--- config.mk ---
export PLATFORM = sky130hd
export DESIGN_NAME = kyber_byte_encode
export DESIGN_NICKNAME = d
export VERILOG_FILES = /design/src/rtl/kyber_byte_encode.sv
export SDC_FILE = /design/constraint.sdc
export NUM_CORES = 1
export LEC_CHECK = 0
export ABC_AREA = 0
export CORE_MARGIN = 2
export CORE_UTILIZATION = 40
export DETAILED_ROUTE_END_ITERATION = 8
export DONT_BUFFER_PORTS = 1
export SETUP_SLACK_MARGIN = 0.15
export SYNTH_ARGS = -nofsm -noshare
export SYNTH_HDL_FRONTEND = slang
export SYNTH_SLANG_ARGS = --single-unit
--- constraint.sdc ---
create_clock -name i_clk -period 9.1 [get_ports i_clk]
set_input_delay 0.455 -clock i_clk [delete_from_list [all_inputs] [get_ports i_clk]]
set_output_delay 0.455 -clock i_clk [all_outputs]
set_load 0.05 [all_outputs]
--- src/rtl/kyber_byte_encode.sv ---
// kyber_byte_encode: Kyber ByteEncode_d packer, NCOEF coefficients in, OUT_W-bit words out.
// Build option: define KYBER_ENC_RANGE_CHK_EN to flag out-of-range coefficients on o_err.
module kyber_byte_encode #(
  parameter int OUT_W    = 64,
  parameter int NCOEF    = 2,
  parameter int COEF_W   = 12,
  parameter int NUM_COEF = 256
) (
  input  logic                    i_clk,
  input  logic                    i_rstn,
  input  logic                    i_start,
  input  logic [3:0]              i_l,
  input  logic [NCOEF*COEF_W-1:0] i_coeffs,
  input  logic                    i_coeffs_valid,
  output logic                    o_coeffs_ready,
  output logic [OUT_W-1:0]        o_obytes,
  output logic                    o_obytes_valid,
  input  logic                    i_obytes_ready,
  output logic                    o_busy,
  output logic                    o_done,
  output logic                    o_err
);

  // state  | meaning
  // S_IDLE | waiting for i_start with a supported d
  // S_COMP | accepting coefficient beats and emitting packed words
  // S_DONE | one-cycle done pulse, then back to S_IDLE

  localparam int BEAT_W = NCOEF * COEF_W;
  localparam int ACC_W  = OUT_W + BEAT_W;
  localparam int FILL_W = $clog2(ACC_W + 1);
  localparam int CCNT_W = $clog2(NUM_COEF + 1);
  localparam int D_MAX  = 12;
  localparam int WCNT_W = $clog2(NUM_COEF * D_MAX / 8 + 1);

  typedef enum logic [1:0] {
    S_IDLE = 2'd0,
    S_COMP = 2'd1,
    S_DONE = 2'd2
  } state_t;

  state_t              state_q, state_d;
  logic [3:0]          d_q;
  logic [ACC_W-1:0]    acc_q, acc_d, acc_base;
  logic [FILL_W-1:0]   fill_q, fill_d, fill_base;
  logic [CCNT_W-1:0]   coef_cnt_q;
  logic [WCNT_W-1:0]   words_left_q;
  logic [COEF_W-1:0]   lane_mask;
  logic [BEAT_W-1:0]   beat_bits;
  logic                start_ok, beat_fire, drain, word_hs, last_word;

  function automatic logic d_supported(input logic [3:0] d);
    case (d)
      4'd1, 4'd4, 4'd5, 4'd10, 4'd11, 4'd12: d_supported = 1'b1;
      default:                               d_supported = 1'b0;
    endcase
  endfunction

  function automatic logic [WCNT_W-1:0] words_for(input logic [3:0] d);
    int unsigned n;
    n = (32'(NUM_COEF) * 32'(d)) / 32'(OUT_W);
    words_for = n[WCNT_W-1:0];
  endfunction

  assign start_ok       = (state_q == S_IDLE) && i_start && d_supported(i_l);
  assign o_coeffs_ready = (state_q == S_COMP) && (coef_cnt_q < CCNT_W'(NUM_COEF))
                          && (fill_q < FILL_W'(OUT_W));
  assign beat_fire      = o_coeffs_ready && i_coeffs_valid;
  assign drain          = (fill_q >= FILL_W'(OUT_W)) && (!o_obytes_valid || i_obytes_ready);
  assign word_hs        = o_obytes_valid && i_obytes_ready;
  assign last_word      = word_hs && (words_left_q == WCNT_W'(1));

  // Wraps to all-ones when d equals the lane width.
  assign lane_mask = (COEF_W'(1) << d_q) - COEF_W'(1);

  always_comb begin : pack_beat
    logic [COEF_W-1:0] lane;
    beat_bits = '0;
    lane      = '0;
    for (int k = 0; k < NCOEF; k++) begin
      lane      = i_coeffs[k*COEF_W +: COEF_W] & lane_mask;
      beat_bits = beat_bits | (BEAT_W'(lane) << (k * int'(d_q)));
    end
  end

  // Drain first, then append the new beat just above the remaining fill.
  always_comb begin
    acc_base  = drain ? (acc_q >> OUT_W) : acc_q;
    fill_base = drain ? (fill_q - FILL_W'(OUT_W)) : fill_q;
    acc_d     = acc_base;
    fill_d    = fill_base;
    if (beat_fire) begin
      acc_d  = acc_base | (ACC_W'(beat_bits) << fill_base);
      fill_d = fill_base + FILL_W'(NCOEF * int'(d_q));
    end
  end

  always_comb begin
    state_d = state_q;
    o_busy  = 1'b0;
    o_done  = 1'b0;
    case (state_q)
      S_IDLE: if (start_ok) state_d = S_COMP;
      S_COMP: begin
        o_busy = 1'b1;
        if (last_word) state_d = S_DONE;
      end
      S_DONE: begin
        o_done  = 1'b1;
        state_d = S_IDLE;
      end
      default: state_d = S_IDLE;
    endcase
  end

  always_ff @(posedge i_clk or negedge i_rstn) begin
    if (!i_rstn) begin
      state_q <= S_IDLE;
    end else begin
      state_q <= state_d;
    end
  end

  always_ff @(posedge i_clk or negedge i_rstn) begin
    if (!i_rstn) begin
      d_q            <= '0;
      acc_q          <= '0;
      fill_q         <= '0;
      coef_cnt_q     <= '0;
      words_left_q   <= '0;
      o_obytes       <= '0;
      o_obytes_valid <= 1'b0;
    end else if (start_ok) begin
      d_q            <= i_l;
      acc_q          <= '0;
      fill_q         <= '0;
      coef_cnt_q     <= '0;
      words_left_q   <= words_for(i_l);
      o_obytes_valid <= 1'b0;
    end else begin
      if (drain || beat_fire) begin
        acc_q  <= acc_d;
        fill_q <= fill_d;
      end
      if (beat_fire) coef_cnt_q <= coef_cnt_q + CCNT_W'(NCOEF);
      if (drain) begin
        o_obytes       <= acc_q[OUT_W-1:0];
        o_obytes_valid <= 1'b1;
      end else if (i_obytes_ready) begin
        o_obytes_valid <= 1'b0;
      end
      if (word_hs) words_left_q <= words_left_q - WCNT_W'(1);
    end
  end

`ifdef KYBER_ENC_RANGE_CHK_EN
  logic lane_bad;
  logic err_q;

  // d=12 lanes are checked against q; narrower d against 2^d.
  always_comb begin : range_chk
    logic [COEF_W-1:0] lane;
    lane_bad = 1'b0;
    lane     = '0;
    for (int k = 0; k < NCOEF; k++) begin
      lane = i_coeffs[k*COEF_W +: COEF_W];
      if (d_q == 4'd12) begin
        if (32'(lane) >= 32'd3329) lane_bad = 1'b1;
      end else if ((lane & ~lane_mask) != '0) begin
        lane_bad = 1'b1;
      end
    end
  end

  always_ff @(posedge i_clk or negedge i_rstn) begin
    if (!i_rstn) begin
      err_q <= 1'b0;
    end else if (start_ok) begin
      err_q <= 1'b0;
    end else if (beat_fire && lane_bad) begin
      err_q <= 1'b1;
    end
  end

  assign o_err = err_q;
`else
  assign o_err = 1'b0;
`endif

endmodule
==> flow_summary.toml <==
[run]
max_cap_viol_count = 0

[drt]
drt_iter0_drc = 1031
drc = 0
dr.pass1.iters = 7
wire_per_inst_um = 24.1
ant_nets = 0
wl_um = 33700
via_per_inst = 6.42
detailroute.via_count = 8963

[clock_network]
clkTransAtPathRegs_ns = 0.08
cts_resized = 0
clkLatencyLatePin_ns = 0.44
ctsHoldBuffers = 1
clk_path_buf_depth = 2
cts_root_buf = "clkbuf_16"
cts_buffers = 17
htree_num_levels = 4
cts.sinks = 182
post_cts_buffers = 0
cts_tree = "yes"

[worst_setup_path]
cp.arrival_ns = 5.23
crit_slowest_cell = "or4_1"
cpMostUsedCell = "buf_4"
crit_fanout = 42
cp-startpoint = "d_q[3]$_DFFE_PN0P_"
startpoint_type = "flip-flop"
crit_path_end_kind = "flip-flop"
critPathKind = "reg -> reg"
timing.rr.start = "d_q[3]$_DFFE_PN0P_"
crit_required_ns = 9.47
crit_chain = "buf_4, or4_1, ha_1, buf_4, or3_1, a21oi_1, o221ai_1, a21boi_0, mux2_2, nor2_1, a211oi_1, a221o_1"
critPathMaxStageDelay_ns = 0.58

[logic_synthesis]
syn_inst = 1099
synth_top_flop_cell = "dfrtp_1"
synth_nets = 1141
synth.area.top_cells = "dfrtp_1 (44%), mux2_2 (7.8%), nand2_1 (5.0%)"
synth-adder-area-share = 0.0116
syn_area_um2 = 10400
synth_cell_type_count = 76
yosys_warnings = 0
synth_compound_area_frac = 0.234
synth-seq-cells = 182
avgSynthCellArea_um2 = 9.43
synth-xor-area-share = 0.0127
synth_largest_area_cell = "dfrtp_1"
synthSimpleGateAreaFrac = 0.164
synth-edff-count = 0
synth_top_family_by_area = "compound AO/OA/AOI/OAI gates"
async_reset_ff_frac = 1.00
yosysSeqAreaShare = 0.439
yosysTopAreaCellShare = 0.439
muxShareOfSynthArea = 0.0990

[floorplanning]
core-area_um2 = 25300
die-area_um2 = 27200
start_util = 0.409
ioPinCount = 102
die_h_um = 165
rows = 58
dieWidth_um = 165

[run_status]
status = "complete, but fails checks"
violations = "negative hold slack"

[timing]
layout_setup_ws_ns = 4.24
hold_ws_ns = -0.00671
finalSetupViolCount = 0
hold_viol = 1
tightestPinTransition_ns = 1.03
fin_skew_ns = 0.0142
setup-tns-final_ns = 0
max_freq_ghz = 0.206
maxSlewViolCount = 0
rsz0062_at_grt = "false"
period_share = 0.534
fin_crit_ns = 4.86
maxSlewHeadroom = 0.308

[power]
p_int_w = 0.00246
power_frac_clock = 0.151
p_sw_w = 0.00271
powerDensity_nw_per_um2 = 460
seqPwrFrac = 0.361
peakVddDrop_v = 0.000180
swShare = 0.524
power.leakage_nw = 4.70
power_frac_comb = 0.488

[placed_design]
hpwl_um = 23300
gp_congestion = 0.973
port_buffers = 0
dp_cells = 1364
dpl_cell_area_um2 = 10600
post-place-ws_ns = 4.33

[finish]
n_antenna_cell = 0
syn_to_final_growth_pct = 8.51
stdcell_area_um2 = 11200
nets = 1096
drive_above_1_share = 0.136
fin_cells = 1397

[global_route]
antenna_found_initial = 0
grt_pass1_vias = 8567
grt_usage = 0.251
grt_max_degree = 183
grt_first_pass_wirelength_um = 52000
overflow = 0

[worst_hold_path]
hold_class = "in -> async"
## state kept, by name, indices dropped and copies added, names as in the netlist
name,cells
acc_q,88
o_obytes,64
words_left_q,9
coef_cnt_q,8
fill_q,6
d_q,4
state_q,2
o_obytes_valid,1
## placed cells by master (no fill, tap or decap), types with 8 or more instances in the layout
cell type,instances
clkbuf_16,17
dfrtp_1,182
mux2_2,72
a21oi_1,54
a221o_1,15
a32oi_1,8
a221oi_1,9
o31ai_1,10
mux2i_1,17
o22ai_1,17
a211oi_1,9
nor2_1,74
o221ai_1,22
nand3_1,33
nand4_1,8
nor2b_1,14
buf_4,16
o21ai_0,67
nand2b_1,13
nor3_1,26
and3_1,8
nand2_1,137
a22oi_1,12
a31oi_1,20
xor2_1,8
o211ai_1,16
inv_1,15
ha_1,8
## cells in the mapped netlist, types with 17 or more instances
master    instances
a21oi_1          54
a31oi_1          20
buf_2            22
clkbuf_1         49
dfrtp_1         182
mux2_2           72
mux2i_1          17
nand2_1         137
nand3_1          33
nor2_1           76
nor3_1           26
o21ai_0          68
o221ai_1         22
o22ai_1          17
## kinds of logic (layout without fill, tap and decap cells)
kind of cell | count (synthesis) | after routing
and+or+nand+nor | 360 | 360
AOI/OAI and AO/OA | 342 | 342
DFF | 182 | 182
buffers and inverters | 99 | 67
muxes | 91 | 91
xor gates and xnor gates | 15 | 15
adders and majority gates | 9 | 9
other | 1 | 1
## per-layer routing
layer,GRT usage,vias to the layer above,wire length (µm)
met2,0.377,439,15200
met4,0.0798,0,824
li1,-,4028,-
met1,0.362,4437,14900
met5,0,-,0
met3,0.0487,59,2790
## worst paths after layout
kind	endpoint	slack [ns]	cells past startpoint
worst min-delay path	o_obytes[18]$_DFFE_PN0P_	-0.007	1
worst max-delay path	acc_q[28]$_DFFE_PN0N_	4.24	12
worst min register to register	acc_q[1]$_DFFE_PN0N_	0.48	2
max in group asynchronous	fill_q[6]$_DFFE_PN0N_	8.29	1
min in group i_clk	words_left_q[5]$_DFFE_PN0P_	0.18	2
worst max register to register	acc_q[28]$_DFFE_PN0N_	4.24	12
## cell type report
type	count	area, µm²
fill	2436	14100
timing repair buffer	17	148
clock inverter	13	180
sequential	182	4550
inverter	18	67.6
tap	330	413
clock buffer	19	453
multi-input combinational	818	5430
## metrics by stage
stage               hold slack [ns]  total power, W   util
floorplan                     0.159         0.00357      -
global placement              0.167         0.00432  0.418
detailed placement            0.167         0.00433  0.418
CTS                           0.119         0.00514  0.444
global route                  0.101         0.00546  0.444
finish                     -0.00671         0.00517  0.444
## critical path, delay by kind of cell, from the launching register on
| family | cells | cell delay (ns) |
|---|---|---|
| compound gates | 5 | 1.80 |
| simple gates | 3 | 0.96 |
| buf+inv | 2 | 0.65 |
| flops | 1 | 0.52 |
| fa+ha+maj | 1 | 0.47 |
| mux | 1 | 0.36 |
## power groups by stage
stage,combinational [W],sequential (W),clock (W)
global route,0.00272,0.00191,0.000829
detailed placement,0.00244,0.00189,0
CTS,0.00247,0.00187,0.000797
floorplan,0.00181,0.00177,0
finish,0.00252,0.00186,0.000783
global placement,0.00244,0.00188,0
(Power assumes the default switching activity.)
